**src/rtl/cic_interpolator.sv**
```systemverilog
// Purpose: 3-stage CIC interpolator, signed WIDTH-bit samples upsampled by 2^LOG2_RATIO, unity DC gain.
// Latency: a sample taken in slot cycle T first reaches d_out at T+5; one output sample every cycle.
// Backpressure: in_ready is high only in the slot cycle (cnt==0); a missed slot reuses the last sample and sets underrun.
// Optional rounding before the final shift is enabled by defining CIC_ROUND_EN (default: truncating shift).
module cic_interpolator #(
    parameter int LOG2_RATIO = 3,
    parameter int WIDTH      = 8
) (
    input  logic                    osc_clk,
    input  logic                    reset,
    input  logic signed [WIDTH-1:0] in_data,
    input  logic                    in_valid,
    output logic                    in_ready,
    output logic signed [WIDTH-1:0] d_out,
    output logic                    d_clk,
    output logic                    underrun,
    input  logic                    underrun_clr
);

    localparam int ACC   = WIDTH + 3 * LOG2_RATIO;
    localparam int SHIFT = 2 * LOG2_RATIO;

    // Output clip limits carried at ACC+1 bits so the comparison is sign-correct.
    localparam logic signed [ACC:0] OUT_MAX = (ACC + 1)'((2 ** (WIDTH - 1)) - 1);
    localparam logic signed [ACC:0] OUT_MIN = ~OUT_MAX;
`ifdef CIC_ROUND_EN
    localparam logic signed [ACC:0] ROUND   = (ACC + 1)'(1 << (SHIFT - 1));
`endif

    logic [LOG2_RATIO-1:0]   cnt_q, cnt_d;
    logic                    slot;
    logic signed [WIDTH-1:0] last_q, samp;
    logic signed [ACC-1:0]   x, c1, c2, c3;
    logic signed [ACC-1:0]   x_z_q, c1_z_q, c2_z_q, comb_out_q;
    logic                    slot_dly_q;
    logic signed [ACC-1:0]   up;
    logic signed [ACC-1:0]   i1_q, i2_q, i3_q;
    logic signed [ACC:0]     biased, shifted;
    logic signed [WIDTH-1:0] sat_d, d_out_q;
    logic                    underrun_q, underrun_d;

    // Slot selection, comb arithmetic and zero-stuffing at the slot rate.
    always_comb begin
        cnt_d = cnt_q + LOG2_RATIO'(1);
        slot  = (cnt_q == '0);
        samp  = in_valid ? in_data : last_q;
        x     = {{(ACC - WIDTH){samp[WIDTH-1]}}, samp};
        c1    = x - x_z_q;
        c2    = c1 - c1_z_q;
        c3    = c2 - c2_z_q;
        up    = slot_dly_q ? comb_out_q : '0;
    end

    // Sticky underrun: a missed slot wins over a clear in the same cycle.
    always_comb begin
        underrun_d = underrun_q;
        if (slot && !in_valid) begin
            underrun_d = 1'b1;
        end else if (underrun_clr) begin
            underrun_d = 1'b0;
        end
    end

    // Final scaling by R^2 (optionally rounded) and clip to the output range.
    always_comb begin
`ifdef CIC_ROUND_EN
        biased = {i3_q[ACC-1], i3_q} + ROUND;
`else
        biased = {i3_q[ACC-1], i3_q};
`endif
        shifted = biased >>> SHIFT;
        sat_d   = shifted[WIDTH-1:0];
        if (shifted > OUT_MAX) begin
            sat_d = OUT_MAX[WIDTH-1:0];
        end else if (shifted < OUT_MIN) begin
            sat_d = OUT_MIN[WIDTH-1:0];
        end
    end

    // Phase counter, slot-rate comb delays, sample hold and underrun flag.
    always_ff @(posedge osc_clk) begin
        if (reset) begin
            cnt_q      <= '0;
            last_q     <= '0;
            x_z_q      <= '0;
            c1_z_q     <= '0;
            c2_z_q     <= '0;
            comb_out_q <= '0;
            slot_dly_q <= 1'b0;
            underrun_q <= 1'b0;
        end else begin
            cnt_q      <= cnt_d;
            slot_dly_q <= slot;
            underrun_q <= underrun_d;
            if (slot) begin
                last_q     <= samp;
                x_z_q      <= x;
                c1_z_q     <= c1;
                c2_z_q     <= c2;
                comb_out_q <= c3;
            end
        end
    end

    // High-rate integrator cascade and registered output; wrap-around is intended.
    always_ff @(posedge osc_clk) begin
        if (reset) begin
            i1_q    <= '0;
            i2_q    <= '0;
            i3_q    <= '0;
            d_out_q <= '0;
        end else begin
            i1_q    <= i1_q + up;
            i2_q    <= i2_q + i1_q;
            i3_q    <= i3_q + i2_q;
            d_out_q <= sat_d;
        end
    end

    assign in_ready = slot;
    assign d_clk    = slot_dly_q;
    assign d_out    = d_out_q;
    assign underrun = underrun_q;

endmodule

```
**config.mk**
```make
export PLATFORM = sky130hd
export DESIGN_NAME = cic_interpolator
export DESIGN_NICKNAME = d
export VERILOG_FILES = /design/src/rtl/cic_interpolator.sv
export SDC_FILE = /design/constraint.sdc
export NUM_CORES = 1
export LEC_CHECK = 0
export BUFFER_PORTS_ARGS = -buffer_cell sky130_fd_sc_hd__buf_2
export CAP_MARGIN = 20
export CORE_AREA = 4 4 173 175
export CTS_CLUSTER_SIZE = 10
export DETAILED_ROUTE_END_ITERATION = 10
export DIE_AREA = 0 0 177 179
export SETUP_SLACK_MARGIN = 0.3
export SYNTH_ARGS = -nofsm -noshare
export SYNTH_HDL_FRONTEND = slang
export SYNTH_SLANG_ARGS = --single-unit
```
**constraint.sdc**
```tcl
create_clock -name osc_clk -period 5.8 [get_ports osc_clk]
set_input_delay 0 -clock osc_clk [delete_from_list [all_inputs] [get_ports osc_clk]]
set_output_delay 0 -clock osc_clk [all_outputs]
set_load 0.05 [all_outputs]
```
After elaboration in Yosys (flattened, before gate mapping)

Index checks and enable logic that the tools add are counted.

Add/subtract/negate cells: 7
Magnitude comparators: 2
Multiplexer cells: 6
Reduce and logical (&&, ||, !) cells: 5

Operators with widths:

| operator                                                       | count |
|---|---|
| adder 17 bit                                                   | 3 |
| two-way mux 17 bit                                             | 1 |
| subtractor 17 bit                                              | 1 |
| two-way mux 8 bit                                              | 2 |
| greater-than comparator 11 x 8 -> 1 bit, second input constant | 1 |
| < comparator 11 x 8 -> 1 bit, second input constant            | 1 |
| subtractor 9 x 9 -> 10 bit                                     | 1 |
| subtractor 8 x 8 -> 9 bit                                      | 1 |
| two-way mux 7 bit                                              | 1 |
| adder 3 x 1 -> 3 bit, second input constant                    | 1 |
| zero test 3 bit                                                | 1 |
| two-way mux 1 bit                                              | 2 |
| nonzero test 2 bit                                             | 1 |
| OR reduction 2 bit                                             | 1 |
| logical AND 1 bit                                              | 1 |
| zero test 1 bit                                                | 1 |

Flip-flop bits (word level): 123

Longest topological paths before layout

Depth after elaboration: 4
Depth in mapped cells: 22
Gate-level depth less buffers: 22

Least setup slack after synthesis

No wires, ideal clock.

Path kind: reg-to-reg
From: reg x_z_q[2]
To: reg comb_out_q[9]
Setup time: 0.062 ns
Arrival: 4.011 ns
Data required time: 5.738 ns
Path slack: 1.727 ns
Cell stages (with the launch flop): 20
Buffers on the path: 0
Cell sequence: dfxtp_1 inv_1 o21ai_0 ha_1 nor2b_1 o21ai_1 a21boi_1 or4_1 and3_1 ha_1 or4_1 a2bb2oi_1 xor2_1 ha_1 and3_1 nand2_1 nand2_1 a31oi_1 or4_1 nand3_1

Cells in the longest elaborated chain, start to end: 3

RTL lines:

| item                       | RTL line | source |
|---|---|---|
| from (decl)                | 34       | `logic signed [ACC-1:0] x_z_q, c1_z_q, c2_z_q, comb_out_q;` |
| from (signal assigned)     | 85       | `x_z_q <= '0;` |
| from (signal assigned)     | 97       | `x_z_q <= x;` |
| subtractor 8 x 8 -> 9 bit  | 48       | `c1 = x - x_z_q;` |
| named net c1[6]            | 33       | `logic signed [ACC-1:0] x, c1, c2, c3;` |
| subtractor 9 x 9 -> 10 bit | 49       | `c2 = c1 - c1_z_q;` |
| named net c2[8]            | 33       |  |
| subtractor 17 bit          | 50       | `c3 = c2 - c2_z_q;` |
| to (signal assigned)       | 88       | `comb_out_q <= '0;` |
| to (signal assigned)       | 100      | `comb_out_q <= c3;` |
| to (decl)                  | 34       |  |

The timed path passes the listed nets, and every way through them passes these cells.
A chain may end at the register's enable or synchronous reset.

Worst setup path in the final report

Same ends and word-level chain as after synthesis.

==> flow_summary.ini <==
[status]
outcome = finished, final reports clean

[synthesis]
synth-edff-count = 0
yosysWarningCount = 0
avgSynthCellArea_um2 = 8.30
synth.distinct_cells = 61
async_flop_share = 0
synth-main-ff-cell = dfxtp_1
ys_ff_latch = 108
synth.top_cell.area_share = 0.309
syn_area_mm2 = 0.00699
synth_top_area_cell = dfxtp_1
syn_nets = 938
synth_area_leaders = dfxtp_1, ha_1, nor2_1, a21oi_1, inv_1
synth_cells = 842
ys_seq_area_frac = 0.309
yosys-top-cells-count = dfxtp_1, nor2_1, ha_1
synth.most_common_cell = dfxtp_1

[clock_tree]
cts_setup_buffers = 0
cts_tree = yes
cts_resized = 0
clk_pin_slew_ns = 0.07
htreeDepth = 3
cts_buffers = 9
cts_max_path_buffers = 2
cts_root_buffer = clkbuf_16
clk_latency_ns = 0.35
clock_sinks = 108

[worst_setup_path]
path_cells = inv_1, o21ai_0, ha_1, nor2b_1, o21ai_1, a21boi_1, or4_1, and3_1, ha_1, or4_1, a2bb2oi_1, xor2_1, ha_1, and3_1, nand2_1, nand2_1, a31oi_1, or4_1, nand3_1
crit_required_ns = 6.09
reg2reg_to = comb_out_q[9]
cp.arrival_ns = 4.70
endpoint_kind = register
crit_type = register to register
timing.rr.start = x_z_q[2]
critPathMaxFanout = 6
crit_family = simple AND/OR/NAND/NOR gates
critPathMaxStageDelay_ns = 0.50
ff2ff_setup_slack_ns = 1.39
cp_slowest_cell = or4_1
crit_start = x_z_q[2]
cp-start-kind = register
critPathBufInv = 1
ff2ff_path_depth = 19

[pwr]
leakage_nw = 3.26
clkPwrFrac = 0.172
p_seq_frac = 0.302
p_switching_mw = 1.38
pwr-share-comb = 0.527
peakVddDrop_mv = 0.187
p_per_area_mw_per_mm2 = 429
internal_power_mw = 1.96
switching_share = 0.413

[min_path]
hold_path.class = input port to register
whs_path_depth = 3
min_from = in_data[0]
whs_endpoint = x_z_q[0]

[global_route]
grt_pass1_vias = 5403
grt_pass1_wl_mm = 24.7
antenna_found_initial = 0
grt_max_degree = 61
overflow = 0
track_usage = 0.0917

[timing]
fin_tns_setup_ns = 0
fmax_mhz = 227
slew_viol_final = 0
fin_crit_sh = 0.760
finalSetupViolCount = 0
hold_viol = 0
max_slew_margin = 0.496
finClkSkew_ns = 0.00570
rsz0062_at_grt = no
tightest_slew_ns = 0.755
worst_slack_ns = 1.39
fin_crit_ns = 4.41
worst_hold_slack_ns = 0.0744

[drt]
drt-vias-per-instance = 4.56
num_vias = 5658
postRouteAntennaNets = 0
routedWlPerCell_um = 11.1
firstDrtPassIters = 7
drc_errors = 0
first_iter_violations = 361
wl_mm = 13.7

[layout]
layout-drive-gt1-share = 0.0549
multiInputGateArea_mm2 = 0.00450
final_util = 0.273
fillCellCount = 3081
diodes = 0
nNetsFinal = 948
final-seq-area_mm2 = 0.00216
fin_area_mm2 = 0.00778
area_delta_synth_final_pct = 11.3

[floorplanning]
chipWidth_um = 177
core_area_mm2 = 0.0285
num_io_pins = 23
die_area_mm2 = 0.0317
die_height_um = 179
rows = 62
start_util = 0.245

[placed_design]
dp_hpwl_mm = 10.1
gp_congestion = 0.802
port_buffers = 22
dpl-instance-area_mm2 = 0.00750
post-place-ws_ns = 1.43

[job]
cap_viol_max_count = 0
[metrics by stage]
stage / total power [mW] / cells
finish: 3.34 / 1240
global route: 3.70 / 1240
CTS: 3.38 / 1240
detailed placement: 2.78 / 1224
floorplan: 2.46 / 842
global placement: 2.77 / 1224
[worst reg2reg max path, cell delays in order (launching register included)]
cell	delay, ns
dfxtp_1	0.31
inv_1	0.07
o21ai_0	0.31
ha_1	0.32
nor2b_1	0.14
o21ai_1	0.15
a21boi_1	0.14
or4_1	0.43
and3_1	0.19
ha_1	0.23
or4_1	0.50
a2bb2oi_1	0.17
xor2_1	0.15
ha_1	0.36
and3_1	0.22
nand2_1	0.07
nand2_1	0.07
a31oi_1	0.04
or4_1	0.42
nand3_1	0.07
[power by group through the flow]
stage	combinational, mW	clock, mW	sequential (mW)
final	1.76	0.574	1.01
after detailed placement	1.76	0	1.03
after global placement	1.75	0	1.02
after floorplan	1.38	0	1.08
after global routing	2.04	0.629	1.03
after CTS	1.77	0.597	1.01
[cell type report]
| class | count | area share |
|---|---|---|
| Timing Repair Buffer | 26 | 0.0187 |
| Sequential cell | 108 | 0.278 |
| Tap cell | 384 | 0.0618 |
| Clock buffer | 10 | 0.0294 |
| Multi-Input combinational cell | 648 | 0.579 |
| Inverter | 59 | 0.0285 |
| Clock inverter | 5 | 0.00482 |
[worst max-delay path by stage]
stage                     end  cells past startpoint  slack (ns)
2_1_floorplan   comb_out_q[9]                     19        1.73
3_3_place_gp    comb_out_q[9]                     19        1.51
3_5_place_dp    comb_out_q[9]                     19        1.43
4_1_cts         comb_out_q[9]                     19        1.39
5_1_grt        comb_out_q[14]                     17        1.04
6_report        comb_out_q[9]                     19        1.39
[per-layer routing]
metal,routed length (µm),share of wire,vias up,global-route usage
met5,0,0,-,0
li1,-,-,3030,-
met2,6190,0.45,58,0.152
met3,392,0.029,10,0.0211
met1,7040,0.51,2560,0.122
met4,111,0.0081,0,0.0190
[timing repair]
item / in CTS / in global routing
hold buffers: 1 / 0
endpoints found under the setup margin: 0 / 0
hold endpoints to repair: 1 / 0
[sequential cells by signal, indices dropped and copies added, names as in the netlist, 8 cells and up]
name / flops
i2_q: 17
d_out: 8
x_z_q: 8
c1_z_q: 9
comb_out_q: 17
c2_z_q: 10
i1_q: 17
i3_q: 17
[placed cells by master, fill, tap and decap left out, types with 8 or more instances in the layout]
cell,instances
nor2_1,90
o21a_1,26
a211oi_1,27
nand2b_1,8
buf_2,21
or4_1,8
o21ai_0,43
o21bai_1,8
a31oi_1,11
dfxtp_1,108
nor2b_1,22
inv_1,59
o211ai_1,8
nand3_1,11
a21o_1,14
xnor2_1,21
nand2_1,59
ha_1,78
o21ai_1,15
nor3_1,19
and2_1,19
xor2_1,17
clkbuf_16,9
or3_1,8
a21oi_1,49
[kinds of logic (layout without fill, tap and decap cells)]
family	after synthesis	in the layout	synth area share
flip-flops	108	108	0.309
adder cells (fa/ha/maj)	84	84	0.157
XOR/XNOR	38	38	0.0476
multiplexers	9	9	0.0141
buffers and inverters	86	100	0.0462
AND/OR/NAND/NOR	275	275	0.195
AO/OA/AOI/OAI	242	242	0.231
Power figures use the tool's default switching activity.
